`config.mk`:
```
export PLATFORM = sky130hd
export DESIGN_NAME = multibyte_add_ctrl
export DESIGN_NICKNAME = d
export VERILOG_FILES = /design/src/rtl/multibyte_add_ctrl.sv
export SDC_FILE = /design/constraint.sdc
export NUM_CORES = 1
export LEC_CHECK = 0
export ABC_AREA = 1
export BUFFER_PORTS_ARGS = -buffer_cell sky130_fd_sc_hd__buf_2
export CAP_MARGIN = 20
export CORE_MARGIN = 5
export CORE_UTILIZATION = 35
export CTS_CLUSTER_DIAMETER = 30
export DETAILED_ROUTE_END_ITERATION = 8
export SLEW_MARGIN = 20
export SYNTH_ARGS = -nofsm -noshare
export SYNTH_HDL_FRONTEND = slang
export SYNTH_SLANG_ARGS = --single-unit
```
`constraint.sdc`:
```
create_clock -name clk -period 2.45 [get_ports clk]
set_input_delay 0.1225 -clock clk [delete_from_list [all_inputs] [get_ports clk]]
set_output_delay 0.1225 -clock clk [all_outputs]
set_load 0.005 [all_outputs]
```
`src/rtl/multibyte_add_ctrl.sv`:
```
// Byte-serial sequencer that drives one external 8-bit adder to add two NBYTES-wide operands, LSB byte first.
// Optional feature macro OVERFLOW_FLAG_EN adds a registered two's-complement overflow output ovf.
module multibyte_add_ctrl #(
  parameter int NBYTES = 4
) (
  input  logic                  clk,
  input  logic                  reset_n,
  input  logic                  start,
  input  logic [8*NBYTES-1:0]   a,
  input  logic [8*NBYTES-1:0]   b,
  input  logic                  cin,
  output logic                  busy,
  output logic                  done,
  output logic [8*NBYTES-1:0]   sum,
  output logic                  cout,
`ifdef OVERFLOW_FLAG_EN
  output logic                  ovf,
`endif
  output logic [7:0]            add_a,
  output logic [7:0]            add_b,
  output logic                  add_cin,
  input  logic [7:0]            add_sum,
  input  logic                  add_cout
);

  localparam int IDX_W = (NBYTES > 1) ? $clog2(NBYTES) : 1;
  localparam logic [IDX_W-1:0] LAST_IDX = IDX_W'(NBYTES - 1);

  typedef enum logic [1:0] {IDLE, RUN, DONE} state_t;

  state_t                  state_q, state_d;
  logic [IDX_W-1:0]        idx_q, idx_d;
  logic                    carry_q, carry_d;
  logic [NBYTES-1:0][7:0]  a_q, a_d;
  logic [NBYTES-1:0][7:0]  b_q, b_d;
  logic [NBYTES-1:0][7:0]  sum_q, sum_d;
  logic                    cout_q, cout_d;
  logic                    busy_q, busy_d;
  logic                    done_q, done_d;
`ifdef OVERFLOW_FLAG_EN
  logic                    ovf_q, ovf_d;
`endif

  always_comb begin
    state_d = state_q;
    idx_d   = idx_q;
    carry_d = carry_q;
    a_d     = a_q;
    b_d     = b_q;
    sum_d   = sum_q;
    cout_d  = cout_q;
    busy_d  = busy_q;
    done_d  = 1'b0;
`ifdef OVERFLOW_FLAG_EN
    ovf_d   = ovf_q;
`endif
    case (state_q)
      IDLE, DONE: begin
        if (start) begin
          a_d     = a;
          b_d     = b;
          carry_d = cin;
          idx_d   = '0;
          state_d = RUN;
          busy_d  = 1'b1;
        end else begin
          state_d = IDLE;
          busy_d  = 1'b0;
        end
      end
      RUN: begin
        sum_d[idx_q] = add_sum;
        carry_d      = add_cout;
        idx_d        = idx_q + 1'b1;
        if (idx_q == LAST_IDX) begin
          cout_d  = add_cout;
`ifdef OVERFLOW_FLAG_EN
          // Signed overflow: equal operand signs but result sign differs.
          ovf_d   = (a_q[NBYTES-1][7] == b_q[NBYTES-1][7]) &&
                    (add_sum[7] != a_q[NBYTES-1][7]);
`endif
          idx_d   = '0;
          state_d = DONE;
          busy_d  = 1'b0;
          done_d  = 1'b1;
        end
      end
      default: begin
        state_d = IDLE;
        busy_d  = 1'b0;
      end
    endcase
  end

  // Adder operands come only from registers, so there is no combinational loop through the adder.
  always_comb begin
    add_a   = 8'h00;
    add_b   = 8'h00;
    add_cin = 1'b0;
    if (state_q == RUN) begin
      add_a   = a_q[idx_q];
      add_b   = b_q[idx_q];
      add_cin = carry_q;
    end
  end

  always_ff @(posedge clk or negedge reset_n) begin
    if (!reset_n) begin
      state_q <= IDLE;
      idx_q   <= '0;
      carry_q <= 1'b0;
      a_q     <= '0;
      b_q     <= '0;
      sum_q   <= '0;
      cout_q  <= 1'b0;
      busy_q  <= 1'b0;
      done_q  <= 1'b0;
`ifdef OVERFLOW_FLAG_EN
      ovf_q   <= 1'b0;
`endif
    end else begin
      state_q <= state_d;
      idx_q   <= idx_d;
      carry_q <= carry_d;
      a_q     <= a_d;
      b_q     <= b_d;
      sum_q   <= sum_d;
      cout_q  <= cout_d;
      busy_q  <= busy_d;
      done_q  <= done_d;
`ifdef OVERFLOW_FLAG_EN
      ovf_q   <= ovf_d;
`endif
    end
  end

  assign busy = busy_q;
  assign done = done_q;
  assign sum  = sum_q;
  assign cout = cout_q;
`ifdef OVERFLOW_FLAG_EN
  assign ovf  = ovf_q;
`endif

endmodule

```
==> flow_summary.toml, run 1 <==
[sta]
rsz0062_at_grt = "no"
hold_viol = 0
setup_viol = 0
skew_ns = 0.009702
setup_tns_ns = 0
clock.fmax_ghz = 0.5232
min_period_ns = 1.911
drv_slew = 0
finalCritPeriodShare_pct = 78.02
slew-limit-headroom_pct = 42.95
tightest_slew_ns = 0.8557

[status]
status = "complete, no violations"

[synthesis]
async_flop_share_pct = 100.0
synth-simple-area-share_pct = 18.50
synth_fa_ha_area_share_pct = 1.080
netlist_area_um2 = 4633
avgSynthCellArea_um2 = 8.470
synth_edf_count = 0
yosys-top-cells-count = "nand2_1, dfrtp_1, a21oi_1, inv_1, nor2_1"
synth_top_family_by_area = "simple AND/OR/NAND/NOR gates"
synthCells = 547
yosysTopAreaCell = "dfrtp_1"
ys.flop_type = "dfrtp_1"
ys_ff_latch = 104
synthMuxAreaShare_pct = 0
synth.distinct_cells = 18
yosys-top-cells-area = "dfrtp_1, a21oi_1, nand2_1"
synth_top_area_share_pct = 56.17
yosysMostFrequentCell = "nand2_1"
synth-compound-area-share_pct = 13.37
ys_warn_count = 0
synthXorXnorAreaFrac_pct = 0
syn-num-nets = 628
synth_seq_area_share_pct = 56.17

[floorplan]
ioPinCount = 129
core-area_um2 = 13090
dieArea_um2 = 15640
start_util_pct = 35.41
die_x_um = 125.1
dieHeight_um = 125.1
rows = 42

[power]
p_leak_nw = 3.109
cellInternalPower_mw = 4.500
p_seq_share_pct = 38.4
switching_share_pct = 39.81
peakVddDrop_mv = 0.6335
power.density_nw_per_um2 = 1318
power.share.clock_pct = 18.7
p_sw_mw = 2.976
share_comb_of_total_power_pct = 42.9

[clock_network]
cts_tree = "done"
cts_buffer_depth = 2
cts_resized = 0
cts-htree-levels = 3
clock_latency_ns = 0.35
numClockSinks = 104
cts_root_buf = "clkbuf_16"
clkTransAtPathRegs_ns = 0.07
cts_buffers = 9

[setup_path]
cp.arrival_ns = 1.79
r2r_cells = 6
worstPathMaxFanout = 36
worstPathRequired_ns = 2.33
worstPathCellList = "inv_2 > nand2_1 > nand3_1 > a21oi_1 > buf_2"
setup.reg_to_reg.worst_slack_ns = 0.62
slowest_delay_ns = 0.50
slowest_stage = "inv_2"
crit_path_end_kind = "primary output"
r2r-start = "state_q[1]$_DFFE_PN0P_"
critPathKind = "reg -> out"
reg2reg_to = "sum[29]$_DFFE_PN0P_"
critPathTopFamily = "buffers and inverters"
cp_num_buf_inv = 2
critPathLaunchType = "flip-flop"

[place]
dpl_cell_area_um2 = 5369
place.gp.congestion = 0.8361
dp_hpwl_mm = 8.889
dp.cells = 825
port_buffers = 128

[global_route]
grt_max_degree = 71
antenna_found_initial = 2
top_usage_layer = "met2"
grtUsageMet2_pct = 25.31
grt_use_total_pct = 15.63
grt_pass1_vias = 4041
grt_use_met1_pct = 20.77
grtUsageMet3_pct = 5.245
grt_overflow = 0
grt_pass1_wl_mm = 19.91

[worst_hold_path]
holdPathStages = 3
min_to = "b_q[8]$_DFFE_PN0P_"
min_from = "b[8]"
hp-class = "in -> reg"

[final_layout]
area_growth_pct = 22.44
layout.nets = 742
antenna_cells = 0
drive_gt1_share_pct = 25.08
fin_area_um2 = 5673
finalNonFillerCells = 842

[flow_run]
cap_violations = 0

[drt]
routed_wl_mm = 12.28
drtPass1Iterations = 5
routedWlPerCell_um = 14.59
drcViolationCount = 0
drt_iter0_markers = 220
route.vias.total = 3903
antenna_left = 0
vias_per_cell = 4.635
## tightest hold or removal path: stages
cell     delay, ns
buf_2         0.07
nor2_1        0.03
a21oi_1       0.10
## layout by cell type (no fill, tap or decap), types with 4 or more instances in the layout
cell type	n
nand2_1	106
clkbuf_16	9
buf_2	127
nand3_1	33
o21ai_0	21
ha_1	4
a21oi_1	80
o21ai_1	7
nand2_4	4
dfrtp_1	104
o21ai_2	9
inv_1	77
nor2_1	66
buf_4	4
## repair_timing
action	in CTS	in global routing
endpoints found under the hold margin	66	0
buffers inserted	0	0
endpoints found under the setup margin	0	0
hold buffers	1	0
## state kept, by name, summed over array words and instances, names as in the netlist
name	cells
b_q	32
sum	32
a_q	32
busy	1
cout	1
state_q	2
idx_q	2
carry_q	1
done	1
## worst max path at each step
| stage | depth (start not counted) | startpoint | to | slack, ns |
|---|---|---|---|---|
| floorplan | 8 | idx_q[0]$_DFFE_PN0P_ | sum[5]$_DFFE_PN0P_ | 1.01 |
| global placement | 6 | state_q[1]$_DFFE_PN0P_ | sum[28]$_DFFE_PN0P_ | 0.71 |
| detailed placement | 6 | state_q[1]$_DFFE_PN0P_ | sum[24]$_DFFE_PN0P_ | 0.60 |
| CTS | 5 | idx_q[0]$_DFFE_PN0P_ | add_a[5] | 0.53 |
| global route | 5 | idx_q[0]$_DFFE_PN0P_ | add_b[6] | 0.39 |
| finish | 5 | idx_q[0]$_DFFE_PN0P_ | add_b[3] | 0.54 |
## stage by stage
step | power (mW) | hold slack (ns) | setup WS, ns | util (%)
global route | 8.106 | 0.02417 | 0.3934 | 43.35
CTS | 7.555 | 0.01828 | 0.5278 | 43.35
finish | 7.476 | 0.02008 | 0.5386 | 43.35
detailed placement | 6.141 | 0.2871 | 0.6030 | 41.03
floorplan | 5.000 | -0.1731 | 1.011 | -
global placement | 6.029 | 0.2794 | 0.7093 | 41.03
## area by class of cell
cell class / instances / area (um^2)
clock buffers: 12 / 266.5
clock inverters: 4 / 27.53
fillers: 1330 / 7412
inverters: 81 / 309.0
multi-input cells: 331 / 1531
flip-flops and latches: 104 / 2603
well taps: 176 / 220.2
repair buffers: 134 / 715.7
## power groups by stage
stage / registers, mW / clock network [mW] / logic (mW)
after floorplan: 2.84 / 0 / 2.16
after global placement: 2.87 / 0 / 3.15
after detailed placement: 2.88 / 0 / 3.26
after CTS: 2.87 / 1.42 / 3.26
after global routing: 2.95 / 1.51 / 3.65
final: 2.87 / 1.40 / 3.21
## per-layer routing
layer	part of all wire, %	vias up
met4	0.93	4
met3	7.5	12
met1	44	1822
li1	-	1923
met5	0.22	-
met2	48	142
## kinds of logic (layout without fill, tap and decap cells)
kind of cell,count (synthesis),count (layout)
fa+ha+maj,4,4
flops,104,104
simple gates,210,210
buf+inv,112,231
compound gates,117,117
(Power assumes the default switching activity.)
==> inputs of run 2 (changes only) <==
ABC_AREA = 0   (was 1)
clock period = 1.67 ns   (was 2.45 ns; I/O delays follow)
==> run 2 against run 1 <==
- sequential power increased by 55%
- the flow now finishes with violations (negative setup slack)
- synthesized cell count decreased by 25%
- power grew 65%
- clock power is 54% higher
- global-route usage is 0.78 points higher
- hold slack worse by 0.014 ns
- critical endpoint is now add_a[3]
- non-clock buffer count up 81
- final cell count decreased by 5.9%
- core utilization rose by 9.9 points
- synthesized area down 3.0%
- combinational power up 80%
==> flow_summary.toml, run 2 <==
[clock_network]
cts_root_buf = "clkbuf_16"
cts-htree-levels = 3
cts_buffers = 9
clkTransAtPathRegs_ns = 0.07
clock_latency_ns = 0.35
numClockSinks = 104
cts_buffer_depth = 2
cts_tree = "done"

[final_layout]
layout.area.seq_um2 = 2604
layout_common_cells = "nand2_1, buf_2, dfrtp_1"
final_common_cell = "nand2_1"
multi_input_area_um2 = 1909
finalNonFillerCells = 792
final_util_pct = 53.24
antenna_cells = 0
area_growth_pct = 49.54
layout.nets = 696
drive_gt1_share_pct = 38.71
fillers = 1102

[synthesis]
async_flop_share_pct = 100.0
ys_ff_latch = 104
synth_top_area_share_pct = 57.92
syn-num-nets = 493
synthCells = 412
yosysTopAreaCell = "dfrtp_1"
synth.distinct_cells = 23
synth_edf_count = 0
yosysMostFrequentCell = "nand2_1"
synth_seq_area_share_pct = 57.92
yosys-top-cells-count = "nand2_1, dfrtp_1, mux2_2, and2_1, mux4_1"
ys_warn_count = 0
yosys-top-cells-area = "dfrtp_1, nand2_1, mux2_2"
avgSynthCellArea_um2 = 10.91
ys.flop_type = "dfrtp_1"
netlist_area_um2 = 4493

[floorplan]
ioPinCount = 129
core-area_um2 = 12620
die_x_um = 123.3
dieHeight_um = 123.3
rows = 41
dieArea_um2 = 15200
start_util_pct = 35.60

[drt]
drt_iter0_markers = 217
routed_wl_mm = 12.06
antenna_left = 0
route.vias.total = 3639
drtPass1Iterations = 4
vias_per_cell = 4.595
routedWlPerCell_um = 15.22
drcViolationCount = 0

[power]
p_sw_mw = 4.059
p_seq_share_pct = 35.9
share_comb_of_total_power_pct = 46.7
power.density_nw_per_um2 = 1840
cellInternalPower_mw = 8.304
power.share.clock_pct = 17.4
switching_share_pct = 32.83
peakVddDrop_mv = 0.9886
p_leak_nw = 3.404

[global_route]
grt_pass1_vias = 3833
grt_max_degree = 65
grt_pass1_wl_mm = 19.11
antenna_found_initial = 1
grt_use_total_pct = 16.42
grt_overflow = 0

[sta]
rsz0062_at_grt = "yes"
min_period_ns = 1.819
tightest_slew_ns = 0.3817
finalCritPeriodShare_pct = 108.9
hold_slack_ns = 0.005792
slew-limit-headroom_pct = 74.55
clock.fmax_ghz = 0.5498
drv_slew = 0
skew_ns = 0.008561
setup_tns_ns = -2.079
hold_viol = 0
finalWorstSetupSlack_ns = -0.1489
setup_viol = 24

[setup_path]
critPathLaunchType = "flip-flop"
worstPathCellList = "clkbuf_16 > mux4_2 > and2_4 > buf_6"
critPathKind = "reg -> out"
slowest_delay_ns = 0.49
setup.reg_to_reg.worst_slack_ns = -0.01
critPathTopFamily = "multiplexers"
path_depth = 4
worstPathRequired_ns = 1.59
slowest_stage = "mux4_2"
r2r_cells = 7
worstPathMaxFanout = 5
cp.arrival_ns = 1.74
cp_num_buf_inv = 2
crit_path_end_kind = "primary output"

[place]
dp_hpwl_mm = 7.524
dpl_worst_slack_ns = 0.1106
port_buffers = 128
dp.cells = 702
place.gp.congestion = 0.7703

[flow_run]
cap_violations = 0

[status]
violations = "negative setup slack"
status = "complete, but fails checks"

[worst_hold_path]
holdPathStages = 3
hp-class = "in -> reg"
-- run 2: cell types whose count changed after synthesis, sizes merged, moves of 16 or more --
cell / before / now
nand2: 111 / 199
inv: 81 / 5
nand3: 33 / 1
and2: 0 / 17
nor2: 66 / 1
mux2: 0 / 33
a21oi: 80 / 0
o21ai: 37 / 1
mux4: 0 / 16
-- run 2: cells by family after synthesis --
group                    count (synthesis)  share of synthesized area (%)
AO/OA/AOI/OAI                            5                         0.7518
adder cells (fa/ha/maj)                  4                          1.114
buffers and inverters                   28                          3.258
flip-flops                             104                          57.92
multiplexers                            49                          17.04
AND/OR/NAND/NOR                        222                          19.91
-- run 2: what timing repair did --
| action | CTS | global route |
|---|---|---|
| setup buffers | 1 | 4 |
| hold endpoints to repair | 141 | 0 |
| resized for setup | 41 | 41 |
| pin swaps | 16 | 3 |
| cloned | 1 | 0 |
| setup endpoints to repair | 17 | 49 |
| hold buffers | 68 | 0 |
-- run 2: path summary, 6_finish.rpt --
| check | startpoint | end |
|---|---|---|
| max in group asynchronous | reset_n | b_q[4]$_DFFE_PN0P_ |
| worst max-delay path | idx_q[0]$_DFFE_PN0P_ | add_a[3] |
| worst min register to register | a_q[6]$_DFFE_PN0P_ | a_q[6]$_DFFE_PN0P_ |
| min in group asynchronous | reset_n | a_q[16]$_DFFE_PN0P_ |
| worst max register to register | idx_q[0]$_DFFE_PN0P_ | sum[29]$_DFFE_PN0P_ |
| worst min-delay path | cin | carry_q$_DFFE_PN0P_ |
-- run 2: power by group through the flow --
| stage | clock network, mW | registers, mW | logic (mW) |
|---|---|---|---|
| after global placement | 0 | 4.37 | 4.31 |
| after detailed placement | 0 | 4.41 | 4.40 |
| final | 2.15 | 4.44 | 5.77 |
| after CTS | 2.21 | 4.43 | 5.17 |
| after global routing | 2.30 | 4.60 | 6.33 |
| after floorplan | 0 | 4.29 | 2.80 |
-- run 2: final cells by class --
class | instances | area share, %
well taps | 172 | 3.203
inverters | 5 | 0.3166
clock buffers | 10 | 3.557
clock inverters | 6 | 1.006
multi-input cells | 280 | 28.42
flip-flops and latches | 104 | 38.75
repair buffers | 215 | 24.75
-- run 2: per-stage QoR --
step                      power [mW]  area (um^2)
after floorplan                7.092         4493
after global routing           13.22         6719
after global placement         8.673         5384
after CTS                      11.81         6502
after detailed placement       8.813         5384
final                          12.36         6719
-- run 2: routing by layer --
layer  wire (um)  track usage (%)
met1        5188            20.52
met2        5783            26.98
met4         158            4.360
met3         908            6.038
met5          20                0
-- run 2: worst register-to-register path: cells and delay by family, from the launching register on --
| kind | cells | cell delay (ns) |
|---|---|---|
| buffers and inverters | 4 | 0.54 |
| and+or+nand+nor | 1 | 0.07 |
| muxes | 1 | 0.31 |
| DFF | 1 | 0.46 |
| adders and majority gates | 1 | 0.18 |
